$ cat src/rtl/nic_reset_intr_ctrl_pkg.sv
// Shared definitions for the NIC reset sequencer / interrupt aggregator slice:
// reset FSM encodings, default timing constants and a counter-width helper.
package nic_reset_intr_ctrl_pkg;

  typedef enum logic [1:0] {
    S_RESET = 2'd0,
    S_HOLD  = 2'd1,
    S_RUN   = 2'd2
  } rst_state_e;

  localparam int DEF_HOLD_CYCLES = 64;
  localparam int DEF_GAP_CYCLES  = 0;

  // Bits needed to hold 0..max_val, never less than one so a disabled counter still exists.
  function automatic int cnt_width(input int max_val);
    return (max_val < 1) ? 1 : $clog2(max_val + 1);
  endfunction

endpackage

$ cat src/rtl/nic_reset_intr_ctrl_sync_bit.sv
// Single-bit multi-flop synchronizer for one asynchronous interrupt input.
// Clears on the block reset only, so it keeps tracking inputs while the NIC domain is held in reset.
module nic_reset_intr_ctrl_sync_bit #(
  parameter int SYNC_STAGES = 2
) (
  input  logic aclk,
  input  logic RST,
  input  logic async_in,
  output logic sync_out
);

  (* ASYNC_REG = "TRUE" *) logic [SYNC_STAGES-1:0] chain;

  always_ff @(posedge aclk) begin
    if (RST) begin
      chain <= '0;
    end else begin
      chain <= {chain[SYNC_STAGES-2:0], async_in};
    end
  end

  assign sync_out = chain[SYNC_STAGES-1];

endmodule

$ cat src/rtl/nic_reset_intr_ctrl.sv
// NIC top-level reset sequencer (lock + request driven, programmable hold) and
// interrupt aggregator (sync, edge/level, mask, ack, minimum-gap throttle) onto PCI INT_N.
module nic_reset_intr_ctrl
  import nic_reset_intr_ctrl_pkg::*;
#(
  parameter int                  NUM_RST_SRC     = 1,
  parameter int                  RST_HOLD_CYCLES = DEF_HOLD_CYCLES,
  parameter int                  NUM_INTR        = 1,
  parameter int                  SYNC_STAGES     = 2,
  parameter logic [NUM_INTR-1:0] INTR_EDGE       = '0,
  parameter int                  ITR_GAP_CYCLES  = DEF_GAP_CYCLES
) (
  input  logic                   CLK,
  input  logic                   RST,
  input  logic                   clk_locked,
  input  logic [NUM_RST_SRC-1:0] rst_request,
  output logic                   aresetn,
  output logic                   rst_active,
  input  logic [NUM_INTR-1:0]    intr_in,
  input  logic [NUM_INTR-1:0]    intr_mask,
  input  logic [NUM_INTR-1:0]    intr_ack,
  output logic [NUM_INTR-1:0]    intr_pending,
  output logic                   INT_N
);

  localparam int HW = cnt_width(RST_HOLD_CYCLES);
  localparam int GW = cnt_width(ITR_GAP_CYCLES);
  localparam logic [HW-1:0] HOLD_LAST = HW'(RST_HOLD_CYCLES - 1);
  localparam logic [GW-1:0] GAP_LOAD  = GW'(ITR_GAP_CYCLES);

  rst_state_e state, state_next;
  logic [HW-1:0] hold_cnt, hold_next;
  logic          release_ok;

  logic [NUM_INTR-1:0] sync_q, sync_d;
  logic                raw;
  logic                int_n_next;
  logic [GW-1:0]       gap_cnt, gap_next;

  assign release_ok = clk_locked && !(|rst_request);
  assign aresetn    = (state == S_RUN);
  assign rst_active = !aresetn;

  always_ff @(posedge CLK) begin
    if (RST) begin
      state    <= S_RESET;
      hold_cnt <= '0;
    end else begin
      state    <= state_next;
      hold_cnt <= hold_next;
    end
  end

  // Any loss of lock or request during hold restarts the full hold from zero.
  always_comb begin
    state_next = state;
    hold_next  = hold_cnt;
    case (state)
      S_RESET: begin
        hold_next = '0;
        if (release_ok) state_next = S_HOLD;
      end
      S_HOLD: begin
        if (!release_ok) begin
          state_next = S_RESET;
          hold_next  = '0;
        end else if (hold_cnt == HOLD_LAST) begin
          state_next = S_RUN;
          hold_next  = '0;
        end else begin
          hold_next = hold_cnt + HW'(1);
        end
      end
      S_RUN: begin
        if (!release_ok) state_next = S_RESET;
      end
      default: begin
        state_next = S_RESET;
        hold_next  = '0;
      end
    endcase
  end

  for (genvar i = 0; i < NUM_INTR; i++) begin : g_sync
    nic_reset_intr_ctrl_sync_bit #(
      .SYNC_STAGES(SYNC_STAGES)
    ) u_sync (
      .aclk     (CLK),
      .RST      (RST),
      .async_in (intr_in[i]),
      .sync_out (sync_q[i])
    );
  end

  always_ff @(posedge CLK) begin
    if (RST) begin
      sync_d <= '0;
    end else begin
      sync_d <= sync_q;
    end
  end

  // Edge sources latch until acked (a new edge beats a same-cycle ack); level sources follow the input.
  always_ff @(posedge CLK) begin
    if (RST || !aresetn) begin
      intr_pending <= '0;
    end else begin
      for (int i = 0; i < NUM_INTR; i++) begin
        if (INTR_EDGE[i]) begin
          if (sync_q[i] && !sync_d[i]) begin
            intr_pending[i] <= 1'b1;
          end else if (intr_ack[i]) begin
            intr_pending[i] <= 1'b0;
          end
        end else begin
          intr_pending[i] <= sync_q[i];
        end
      end
    end
  end

  assign raw = |(intr_pending & intr_mask);

  // Throttle window opens on each INT_N release and blocks re-assertion until it drains.
  always_comb begin
    int_n_next = INT_N;
    gap_next   = gap_cnt;
    if (!raw) begin
      int_n_next = 1'b1;
    end else if (gap_cnt == '0) begin
      int_n_next = 1'b0;
    end
    if (!INT_N && int_n_next) begin
      gap_next = GAP_LOAD;
    end else if (gap_cnt != '0) begin
      gap_next = gap_cnt - GW'(1);
    end
  end

  always_ff @(posedge CLK) begin
    if (RST || !aresetn) begin
      INT_N   <= 1'b1;
      gap_cnt <= '0;
    end else begin
      INT_N   <= int_n_next;
      gap_cnt <= gap_next;
    end
  end

endmodule

$ cat config.mk
export PLATFORM = sky130hd
export DESIGN_NAME = nic_reset_intr_ctrl
export DESIGN_NICKNAME = d
export VERILOG_FILES = /design/src/rtl/nic_reset_intr_ctrl_pkg.sv /design/src/rtl/nic_reset_intr_ctrl_sync_bit.sv /design/src/rtl/nic_reset_intr_ctrl.sv
export SDC_FILE = /design/constraint.sdc
export NUM_CORES = 1
export LEC_CHECK = 0
export CAP_MARGIN = 30
export CORE_UTILIZATION = 35
export DETAILED_ROUTE_END_ITERATION = 10
export HOLD_SLACK_MARGIN = 0.1
export PLACE_DENSITY = 0.63
export SETUP_SLACK_MARGIN = 0.05
export SLEW_MARGIN = 30
export SYNTH_ARGS = -nofsm -noshare
export SYNTH_HDL_FRONTEND = slang
export SYNTH_HIERARCHICAL = 1
export SYNTH_SLANG_ARGS = --single-unit
$ cat constraint.sdc
create_clock -name CLK -period 3.1 [get_ports CLK]
set_input_delay 0.62 -clock CLK [delete_from_list [all_inputs] [get_ports CLK]]
set_output_delay 0.62 -clock CLK [all_outputs]
set_load 0.005 [all_outputs]
==> reports/metrics.cfg <==
[outcome]
status=finished clean

[critical_path]
critPathMaxFanout=9
max_stage_delay_ns=0.54
cp.required_ns=2.48
critPathCaptureType=output port
cp_top_family=buffers and inverters
crit_buf_inv=1
worst-setup-path-type=reg2out
crit_path_cell_trace=nor2b_4, clkdlybuf4s50_1
critical_path_arrival_ns=1.49
startpoint_type=register
cp_slowest_cell=clkdlybuf4s50_1

[timing]
fin_crit_sh_pct=67.9
slew_viol_final=0
holdWs_ns=0.418
timing.setup.tns_ns=0
fmax_mhz=475
hold_viol_final=0
tightest_slew_ns=0.850
period_needed_ns=2.11
clock_skew_ns=0.00248
finalSetupViolations=0
slew_headroom_pct=43.2
rsz0062_at_grt=no
layout_setup_ws_ns=0.995

[run]
cap_viol_max_count=0

[finish]
final_net_count=79
final_cell_mix=dfxtp_1 (14), clkdlybuf4s50_1 (9), nand2_1 (6)
nFillCells=153
drive_above_1_share_pct=14.3
fin_cells=86
areaGrowthSynthToFinish_pct=20.2
diodes=0
layout_commonest_cell=dfxtp_1

[synthesis]
yosysUniqueCellTypes=28
ys_seq_elements=14
syn-mean-instance-area_um2=10.4
syn_area_um2=613
yosysSeqAreaShare_pct=45.7
yosysWarningCount=6
syn_nets=67
netlist_instances=59

[global_routing]
gr-total-overflow=0
antenna_found_initial=0
grt_pass1_wl_mm=1.72
gr-usage-met3_pct=7.50
met1_usage_pct=15.1
grt_use_met2_pct=19.4
grt_most_used_layer=met2
grt_usage_pct=13.2
grt_pass1_vias=406
grt_start_max_net_pins=10

[floorplanning]
io_pins=11
dieWidth_um=43.9
fp-row-count=14
die_h_um=43.9
die_area_um2=1920
start_util_pct=38.9
core_region_area_um2=1580

[route]
dr.pass1.iters=5
remaining_drc_errors=0
vias=470
drtIter0Drc=9
route.antenna.remaining_nets=0
via_per_inst=5.47
drt-total-wl_mm=1.05
wl_per_cell_um=12.3

[place]
dp_worst_setup_slack_ns=0.845
io_buffers=9
gp_congestion=0.781
place_hpwl_um=737
dp.cells=82

[power_and_ir_drop]
peakVddDrop_v=0.000324
p_leak_uw=0.000230
power_density_nw_per_um2=446

[clock_tree]
clk_path_buf_depth=2
htreeDepth=1
clockRootBuffer=clkbuf_4
cts_resized=0
numCtsBuffers=3
clk_pin_slew_ns=0.08
clock-sinks=14
hold_buffers=0
cts_setup_buffers=0
clk_latency_ns=0.28
cts_tree=done

[worst_hold_path]
hold_path.class=reg2reg

==> final timing paths <==
kind	start	endpoint	slack, ns	cells after the start
setup / recovery	state[0]$_SDFFE_PP0P_	aresetn	0.99	2
hold / removal	intr_pending$_SDFF_PP0_	INT_N$_SDFF_PP1_	0.42	1
setup reg to reg	hold_cnt[0]$_SDFFE_PP0P_	hold_cnt[3]$_SDFFE_PP0P_	1.47	4
hold reg to reg	intr_pending$_SDFF_PP0_	INT_N$_SDFF_PP1_	0.42	1
==> flip-flops by register name, summed over array words and instances (netlist names) <==
register	cells
g_sync.u_sync/chain	2
gap_cnt	1
INT_N	1
state	2
hold_cnt	7
intr_pending	1
==> Yosys cell counts <==
master	n	area share [%]
a22oi_2	1	2.0
a22oi_1	1	1.2
a32o_1	1	1.6
or4_1	1	1.2
conb_1	1	0.61
o311ai_2	1	2.7
nand2_1	6	3.7
inv_1	5	3.1
nand2b_1	1	1.0
nor2b_4	1	2.2
nand4_1	1	1.0
or4_4	1	1.8
o31ai_1	2	2.4
a31oi_1	2	2.0
buf_6	2	3.7
nand4b_1	1	1.4
and2_1	1	1.0
nor4b_4	1	3.9
o21ai_0	3	2.4
o32ai_2	1	2.7
nor3_1	1	0.82
a21boi_0	2	2.4
nand3_1	2	1.6
o211ai_1	1	1.2
ha_1	1	2.0
nor2b_1	3	3.1
nor3b_1	1	1.2
dfxtp_1	14	46
==> worst reg2reg max path: cells and delay by family, from the launching register on <==
| kind | cells | cell delay, ns |
|---|---|---|
| DFF | 1 | 0.38 |
| AOI/OAI and AO/OA | 2 | 0.69 |
| and+or+nand+nor | 1 | 0.19 |
| adders and majority gates | 1 | 0.23 |
==> stage by stage <==
| stage | cell area (um^2) | util [%] | total power, uW |
|---|---|---|---|
| after floorplan | 613 | - | 194 |
| after global placement | 701 | 44.4 | 201 |
| after detailed placement | 701 | 44.4 | 202 |
| after CTS | 737 | 46.7 | 334 |
| after global routing | 737 | 46.7 | 345 |
| final | 737 | 46.7 | 329 |
==> power by group <==
group          switching, uW  internal, uW  total (uW)
clock                   60.0          71.5         132
combinational           4.58          8.63        13.2
sequential              1.96           182         184
total                   66.5           262         329
==> logic make-up (layout without fill, tap and decap cells) <==
| kind of cell | count (synthesis) | in the layout | synth area share [%] |
|---|---|---|---|
| simple gates | 21 | 21 | 24.1 |
| compound gates | 15 | 15 | 20.8 |
| flops | 14 | 14 | 45.7 |
| buf+inv | 7 | 18 | 6.73 |
| fa+ha+maj | 1 | 1 | 2.04 |
| other cells | 1 | 1 | 0.612 |
==> layout make-up <==
class / instances / area [um^2] / share of cell area, %
Sequential cell: 14 / 280 / 38.0
Timing Repair Buffer: 9 / 90.1 / 12.2
Multi-Input combinational cell: 38 / 292 / 39.6
Inverter: 5 / 18.8 / 2.55
Clock buffer: 4 / 36.3 / 4.92
Tap cell: 16 / 20.0 / 2.72
==> routing by layer <==
metal  part of all wire [%]  routed length, um  up-vias
li1                       -                  -      236
met4                    2.3                 24        0
met5                      0                  0        -
met3                    4.7                 50        5
met2                     44                468        9
met1                     48                510      220
(Power assumes the default switching activity.)
